## src/rtl/reg_burst_reader_pkg.sv

```systemverilog
// Shared types and default sizing for the register burst reader.
package reg_burst_reader_pkg;

   localparam int W_DEF = 5;
   localparam int B_DEF = 8;

   typedef enum logic [1:0] {
      IDLE   = 2'd0,
      STREAM = 2'd1,
      FLUSH  = 2'd2
   } state_t;

endpackage

```

## src/rtl/stream_out_reg.sv

```systemverilog
// Registered output stage: word, valid and last flag with load/clear control.
module stream_out_reg
   import reg_burst_reader_pkg::*;
#(
   parameter int B = B_DEF
) (
   input  logic         clk,
   input  logic         n_reset,
   input  logic         load,
   input  logic         clear,
   input  logic [B-1:0] d,
   input  logic         last_in,
   output logic [B-1:0] m_data,
   output logic         m_valid,
   output logic         m_last
);

   always_ff @(posedge clk) begin
      if (!n_reset) begin
         m_data  <= '0;
         m_valid <= 1'b0;
         m_last  <= 1'b0;
      end else if (clear) begin
         m_valid <= 1'b0;
         m_last  <= 1'b0;
      end else if (load) begin
         m_data  <= d;
         m_valid <= 1'b1;
         m_last  <= last_in;
      end
   end

endmodule

```

## src/rtl/reg_burst_reader.sv

```systemverilog
// Streams a burst of register-file words to a valid/ready sink.
module reg_burst_reader
   import reg_burst_reader_pkg::*;
#(
   parameter int W = W_DEF,
   parameter int B = B_DEF
) (
   input  logic         clk,
   input  logic         n_reset,
   input  logic         start,
   input  logic [W-1:0] base_addr,
   input  logic [W-1:0] len_m1,
   input  logic         abort,
   output logic [W-1:0] r_addr,
   input  logic [B-1:0] r_data,
   output logic [B-1:0] m_data,
   output logic         m_valid,
   input  logic         m_ready,
   output logic         m_last,
   output logic         busy,
   output logic         done
);

   state_t       state;
   state_t       state_nx;
   logic [W-1:0] addr_q;
   logic [W-1:0] rem_q;
   logic         cap;
   logic         load;
   logic         clear;
   logic         done_d;
   logic         done_q;
   logic         last_word;

   assign last_word = (rem_q == '0);
   assign r_addr    = addr_q;
   assign busy      = (state != IDLE);
   assign done      = done_q;

   always_ff @(posedge clk) begin
      if (!n_reset) begin
         state  <= IDLE;
         done_q <= 1'b0;
      end else begin
         state  <= state_nx;
         done_q <= done_d;
      end
   end

   // A new word is fetched whenever the output slot is empty or draining.
   always_comb begin
      state_nx = state;
      cap      = 1'b0;
      load     = 1'b0;
      clear    = 1'b0;
      done_d   = 1'b0;
      unique case (state)
         IDLE: begin
            if (start && !abort) begin
               cap      = 1'b1;
               state_nx = STREAM;
            end
         end
         STREAM: begin
            if (abort) begin
               clear    = 1'b1;
               state_nx = IDLE;
            end else if (!m_valid || m_ready) begin
               load = 1'b1;
               if (last_word) begin
                  state_nx = FLUSH;
               end
            end
         end
         FLUSH: begin
            if (abort) begin
               clear    = 1'b1;
               state_nx = IDLE;
            end else if (m_valid && m_ready) begin
               clear    = 1'b1;
               done_d   = 1'b1;
               state_nx = IDLE;
            end
         end
         default: begin
            state_nx = IDLE;
         end
      endcase
   end

   always_ff @(posedge clk) begin
      if (!n_reset) begin
         addr_q <= '0;
         rem_q  <= '0;
      end else if (cap) begin
         addr_q <= base_addr;
         rem_q  <= len_m1;
      end else if (load) begin
         addr_q <= addr_q + W'(1);
         rem_q  <= rem_q - W'(1);
      end
   end

   stream_out_reg #(
      .B(B)
   ) u_out (
      .clk     (clk),
      .n_reset (n_reset),
      .load    (load),
      .clear   (clear),
      .d       (r_data),
      .last_in (last_word),
      .m_data  (m_data),
      .m_valid (m_valid),
      .m_last  (m_last)
   );

endmodule
```

## config.mk

```make
export PLATFORM = sky130hd
export DESIGN_NAME = reg_burst_reader
export DESIGN_NICKNAME = d
export VERILOG_FILES = /design/src/rtl/reg_burst_reader_pkg.sv /design/src/rtl/stream_out_reg.sv /design/src/rtl/reg_burst_reader.sv
export SDC_FILE = /design/constraint.sdc
export NUM_CORES = 1
export LEC_CHECK = 0
export BUFFER_PORTS_ARGS = -buffer_cell sky130_fd_sc_hd__buf_2
export CAP_MARGIN = 20
export CELL_PAD_IN_SITES_DETAIL_PLACEMENT = 0
export CELL_PAD_IN_SITES_GLOBAL_PLACEMENT = 1
export CORE_MARGIN = 1
export CORE_UTILIZATION = 25
export DETAILED_ROUTE_END_ITERATION = 10
export GPL_ROUTABILITY_DRIVEN = 0
export HOLD_SLACK_MARGIN = 0.12
export PLACE_DENSITY = 0.68
export SYNTH_ARGS = -nofsm -noshare
export SYNTH_HDL_FRONTEND = slang
export SYNTH_SLANG_ARGS = --single-unit
```

## constraint.sdc

```tcl
create_clock -name clk -period 4.2 [get_ports clk]
set_input_delay 0.84 -clock clk [delete_from_list [all_inputs] [get_ports clk]]
set_output_delay 0.84 -clock clk [all_outputs]
set_load 0.02 [all_outputs]
```

== Yosys cells after proc, flatten, opt, wreduce, memory -nomap -nowiden ==
Cells that the tools add are included.

* Bits of input ports: 23
* Output and inout bits: 17
* Register bits after elaboration: 23

* Bitwise logic cells: 3
* Multiplexer cells: 20
* Add/subtract/negate cells: 2
* Reductions and logical operators: 13
* Equality and inequality tests: 6

{| class="wikitable"
|+ Operator list
! cell !! number
|-
| 5-bit two-way mux || 4
|-
| 2-bit two-way mux || 6
|-
| 1-bit two-way mux || 8
|-
| 3-bit inequality test (second input constant) || 2
|-
| 2-bit case mux with 3 select lines || 1
|-
| 5-bit by 1-bit adder with 5-bit output (second input constant) || 1
|-
| 5-bit zero test || 1
|-
| 5-bit by 1-bit subtractor with 5-bit output (second input constant) || 1
|-
| 4-bit AND reduction || 1
|-
| 2-bit nonzero test || 2
|-
| 3-bit by 2-bit inequality test with 1-bit output (second input constant) || 1
|-
| 1-bit inverter || 3
|-
| 3-bit OR reduction || 1
|-
| 2-bit by 1-bit equality test with 1-bit output (second input constant) || 1
|-
| 2-bit equality test (second input constant) || 1
|-
| 1-bit logical AND || 2
|-
| 1-bit zero test || 2
|-
| 2-bit zero test || 1
|-
| 2-bit inequality test (second input constant) || 1
|-
| 1-bit case mux with 2 select lines || 1
|-
| 2-bit AND reduction || 1
|-
| 2-bit OR reduction || 1
|-
| 1-bit logical OR || 1
|}

== Depth between registers and ports, before layout ==
* Depth in word-level cells: 7
* Mapped depth: 7
* Depth with buffers taken out: 6

== Hierarchy ==
From an unflattened synthesis, not the netlist that was laid out.

* Cell total of the unflattened synthesis: 133
* Area, all modules: 1,194.9 µm²

{| class="wikitable"
|+ Modules (own cells, without submodules)
! module !! seq. area each (µm²) !! area each (µm²) !! instances !! cells each
|-
| reg_burst_reader || 260.2 || 787.0 || 1 || 90
|-
| stream_out_reg || 200.2 || 407.9 || 1 || 43
|}

== Worst setup path before layout ==
Ideal clock, no wire load.

* Path type: input to register
* Start point: input port m_ready
* End point: register u_out.m_data[0]
* Slack: 2.503 ns
* Data required time: 4.072 ns
* Path buffers: 1
* Data arrival time: 1.569 ns
* Stages: 5
* Cell sequence: a21bo_2 > a21boi_1 > buf_4 > mux2i_1 > nor2_1

* Word-level cells in the longest chain between the ends: 6

{| class="wikitable"
|+ Ends and longest elaborated chain
! element !! RTL line !! RTL
|-
| from (decl) || reg_burst_reader.sv:18 || <nowiki>input logic m_ready,</nowiki>
|-
| 1-bit logical AND || reg_burst_reader.sv:79 || <nowiki>end else if (m_valid && m_ready) begin</nowiki>
|-
| 1-bit two-way mux || reg_burst_reader.sv:79 ||
|-
| 1-bit two-way mux || reg_burst_reader.sv:76 || <nowiki>if (abort) begin</nowiki>
|-
| 1-bit case mux with 2 select lines || reg_burst_reader.sv:57 || <nowiki>unique case (state)</nowiki>
|-
| 1-bit inverter (no line) || - ||
|-
| 2-bit AND reduction (no line) * || - ||
|-
| to (signal assigned) || stream_out_reg.sv:20 || <nowiki>m_data <= '0;</nowiki>
|-
| to (signal assigned) || stream_out_reg.sv:27 || <nowiki>m_data <= d;</nowiki>
|-
| to (decl) || stream_out_reg.sv:13 || <nowiki>output logic [B-1:0] m_data,</nowiki>
|}

Mark *: on every way between the ends. The rest lies on a longest branch, timed or not.
A chain may end at the register's enable or synchronous reset.

== Final worst setup path ==
* Start point: input port abort
* End point: register u_out.m_data[0]

* Word-level cells in the longest chain between the ends: 4

{| class="wikitable"
|+ Ends and longest elaborated chain
! element !! RTL line !! RTL
|-
| from (decl) || reg_burst_reader.sv:13 || <nowiki>input logic abort,</nowiki>
|-
| 1-bit two-way mux, on equally long branches || reg_burst_reader.sv:76, reg_burst_reader.sv:65 ||
|-
| 1-bit case mux with 2 select lines || reg_burst_reader.sv:57 ||
|-
| 1-bit inverter (no line) || - ||
|-
| 2-bit AND reduction (no line) * || - ||
|}

Marked as above.

==> results.json <==
{
  "syn-instance-count": 126,
  "setup-tns-final_ps": 0,
  "worst-path-max-fanout": 14,
  "grt_max_degree": 20,
  "drt-pass1-iter-count": 3,
  "drc": 0,
  "antenna_violations_before_repair": 0,
  "routed-via-count": 949,
  "first_global_vias": 930,
  "cts_hold_buffers": 0,
  "placementRows": 24,
  "die-height_um": 69.0,
  "max_freq_mhz": 443,
  "overflow": 0,
  "max_slew_margin": 0.376,
  "synth_sequential_area_ratio": 0.410,
  "synth_async_sr_flop_share": 0,
  "layout.cells.most_common": "sky130_fd_sc_hd__buf_2",
  "half_perimeter_wire_length_of_the_detailed_placement_result_mm": 1.87,
  "worst-path-buf-inv": 1,
  "grt_util_all_layers": 0.108,
  "cts_setup_buffers": 0,
  "critPathCaptureType": "flip-flop",
  "clock-sinks": 23,
  "slew_violations": 0,
  "timing.max_cap.violations": 0,
  "synth_edf_count": 0,
  "layout_worst_path_cycle_share": 0.537,
  "setup_repair_after_global_routing_missed_its_margin": "no",
  "tritoncts.num_buffers": 3,
  "fp.dieW_um": 69.0,
  "synthToLayoutAreaGrowth_pct": 24.1,
  "synth.ff_latch_count": 23,
  "timing_worst_setup_path_type": "in -> reg",
  "critPathMaxStageDelay_ps": 810,
  "ios": 40,
  "synthesis.nets": 154,
  "worst_skew_pair_latency_ps": 260,
  "critPathRequiredTime_ps": 4340,
  "gr-max-usage-layer": "met2",
  "synth_flop_cell": "sky130_fd_sc_hd__dfxtp_1",
  "global_route.usage.met1": 0.126,
  "ctsHtreeMaxLevel": 1,
  "floorplan.initialDensity": 0.260,
  "globalRouteMet3Util": 0.0190,
  "cts.path.max_buffers": 2,
  "drt-wirelength-per-cell_um": 11.2,
  "finalWorstPathRequiredPeriod_ps": 2260,
  "timing.critical_path.max_delay_family": "compound AO/OA/AOI/OAI gates",
  "clock_skew_ps": 5.98,
  "min-delay-path-class": "reg -> reg",
  "synth-warning-count": 0,
  "die_area_um2": 4770,
  "critPathSlowestCell": "sky130_fd_sc_hd__a21boi_1",
  "cts-root-buf": "sky130_fd_sc_hd__clkbuf_8",
  "post-route-cell-area_um2": 1390,
  "final_critical_path_setup_slack_ps": 1940,
  "drt-initial-drc-count": 23,
  "cp_cell_sequence": "buf_2 -> nor2b_4 -> a21boi_1 -> mux2i_1 -> nor2_1",
  "worst_setup_hold_path_clk_slew_ps": 90,
  "setup_violations": 0,
  "via_density_per_instance": 4.41,
  "port-buffer-count": 39,
  "cts_tree": "built",
  "grt_pass1_wl_mm": 4.21,
  "global_route.usage.met2": 0.193,
  "timing_hold_violations_final": 0,
  "peakVddDrop_uv": 236,
  "detailedPlace.worstSlack_ps": 1620,
  "post_dp_cell_area_um2": 1350,
  "layout.nets": 192,
  "avgSynthCellArea_um2": 8.92,
  "power_density_nw_per_um2": 531,
  "drive_above_1_share": 0.294,
  "max_slew.worst_pin.slew_ps": 934,
  "floorplan.core_area_um2": 4320,
  "detail_route.wirelength_mm": 2.41,
  "mappedNetlistArea_um2": 1120,
  "status": "finished clean",
  "most-common-layout-cells": "39 x sky130_fd_sc_hd__buf_2, 23 x sky130_fd_sc_hd__dfxtp_1, 16 x sky130_fd_sc_hd__nor2_1",
  "power.leakage_uw": 0.000640,
  "timing.critical_path.from_type": "input pin",
  "critical_path_arrival_ps": 2400,
  "yosys.cell_types.count": 35,
  "n_antenna_cell": 0,
  "number_of_inserted_filler_cells_in_the_final_layout": 484,
  "post_route_ant_nets": 0,
  "post_cts.resized_instances": 0
}
## final timing paths
kind | start | end | slack [ps] | cells past startpoint
setup / recovery | abort | u_out.m_data[0] | 1940 | 5
setup reg to reg | state[1] | u_out.m_data[0] | 2040 | 6
hold / removal | u_out.m_last | u_out.m_last | 470 | 2
hold reg to reg | u_out.m_last | u_out.m_last | 470 | 2
## state kept, by name, summed over array words and instances, names as in the netlist
signal,cells
state,2
u_out.m_data,8
u_out.m_last,1
r_addr,5
done,1
u_out.m_valid,1
rem_q,5
## layer usage
| metal | wire, um | vias to the layer above |
|---|---|---|
| li1 | - | 507 |
| met1 | 1140 | 421 |
| met2 | 1160 | 19 |
| met3 | 83 | 2 |
| met4 | 25 | 0 |
| met5 | 0 | - |
## power by group
part	switching [uW]	leakage, uW	internal (uW)
combinational	175	0.000426	128
sequential	34.0	0.000188	263
clock	73.5	0.0000255	66.2
## cell type report
cell class              count  area [um^2]  share of cell area
flip-flops and latches     23          460               0.330
clock buffers               3         41.3              0.0296
inverters                   7         26.3              0.0189
clock inverters             1         5.00             0.00359
multi-input cells          90          601               0.431
well taps                  52         65.1              0.0467
repair buffers             39          195               0.140
## metrics by stage
stage	util	cells	total power, uW	hold slack (ps)
CTS	0.322	215	754	469
global route	0.322	215	803	492
floorplan	-	126	536	452
detailed placement	0.312	211	610	449
global placement	0.312	211	603	465
finish	0.322	215	740	469
## logic make-up (layout without fill, tap and decap cells)
family                   after synthesis  count (layout)  synth area share
AO/OA/AOI/OAI                         26              26             0.157
AND/OR/NAND/NOR                       43              43             0.187
XOR/XNOR                               7               7            0.0546
flip-flops                            23              23             0.410
adder cells (fa/ha/maj)                5               5            0.0557
buffers and inverters                 13              50            0.0557
multiplexers                           9               9            0.0802
## synthesized netlist by cell type (2+ instances only)
cell / number / area (um^2)
sky130_fd_sc_hd__nand2b_1: 2 / 12.5
sky130_fd_sc_hd__nand4_1: 2 / 12.5
sky130_fd_sc_hd__buf_2: 2 / 10.0
sky130_fd_sc_hd__ha_1: 5 / 62.6
sky130_fd_sc_hd__buf_4: 3 / 22.5
sky130_fd_sc_hd__o21ai_0: 5 / 25.0
sky130_fd_sc_hd__a211oi_1: 3 / 22.5
sky130_fd_sc_hd__dfxtp_1: 23 / 460
sky130_fd_sc_hd__a21oi_1: 7 / 35.0
sky130_fd_sc_hd__nand2_1: 8 / 30.0
sky130_fd_sc_hd__xor2_1: 6 / 52.6
sky130_fd_sc_hd__inv_1: 7 / 26.3
sky130_fd_sc_hd__nand3_1: 7 / 35.0
sky130_fd_sc_hd__mux2i_1: 9 / 90.1
sky130_fd_sc_hd__nor2_1: 16 / 60.1
sky130_fd_sc_hd__nor3_1: 2 / 10.0
## worst min-delay path: stages, from the launching register on
cell	delay, ps
sky130_fd_sc_hd__dfxtp_1	330
sky130_fd_sc_hd__nand2_1	50
sky130_fd_sc_hd__a21oi_1	50
Note: power is estimated with default switching activity, not from simulation.
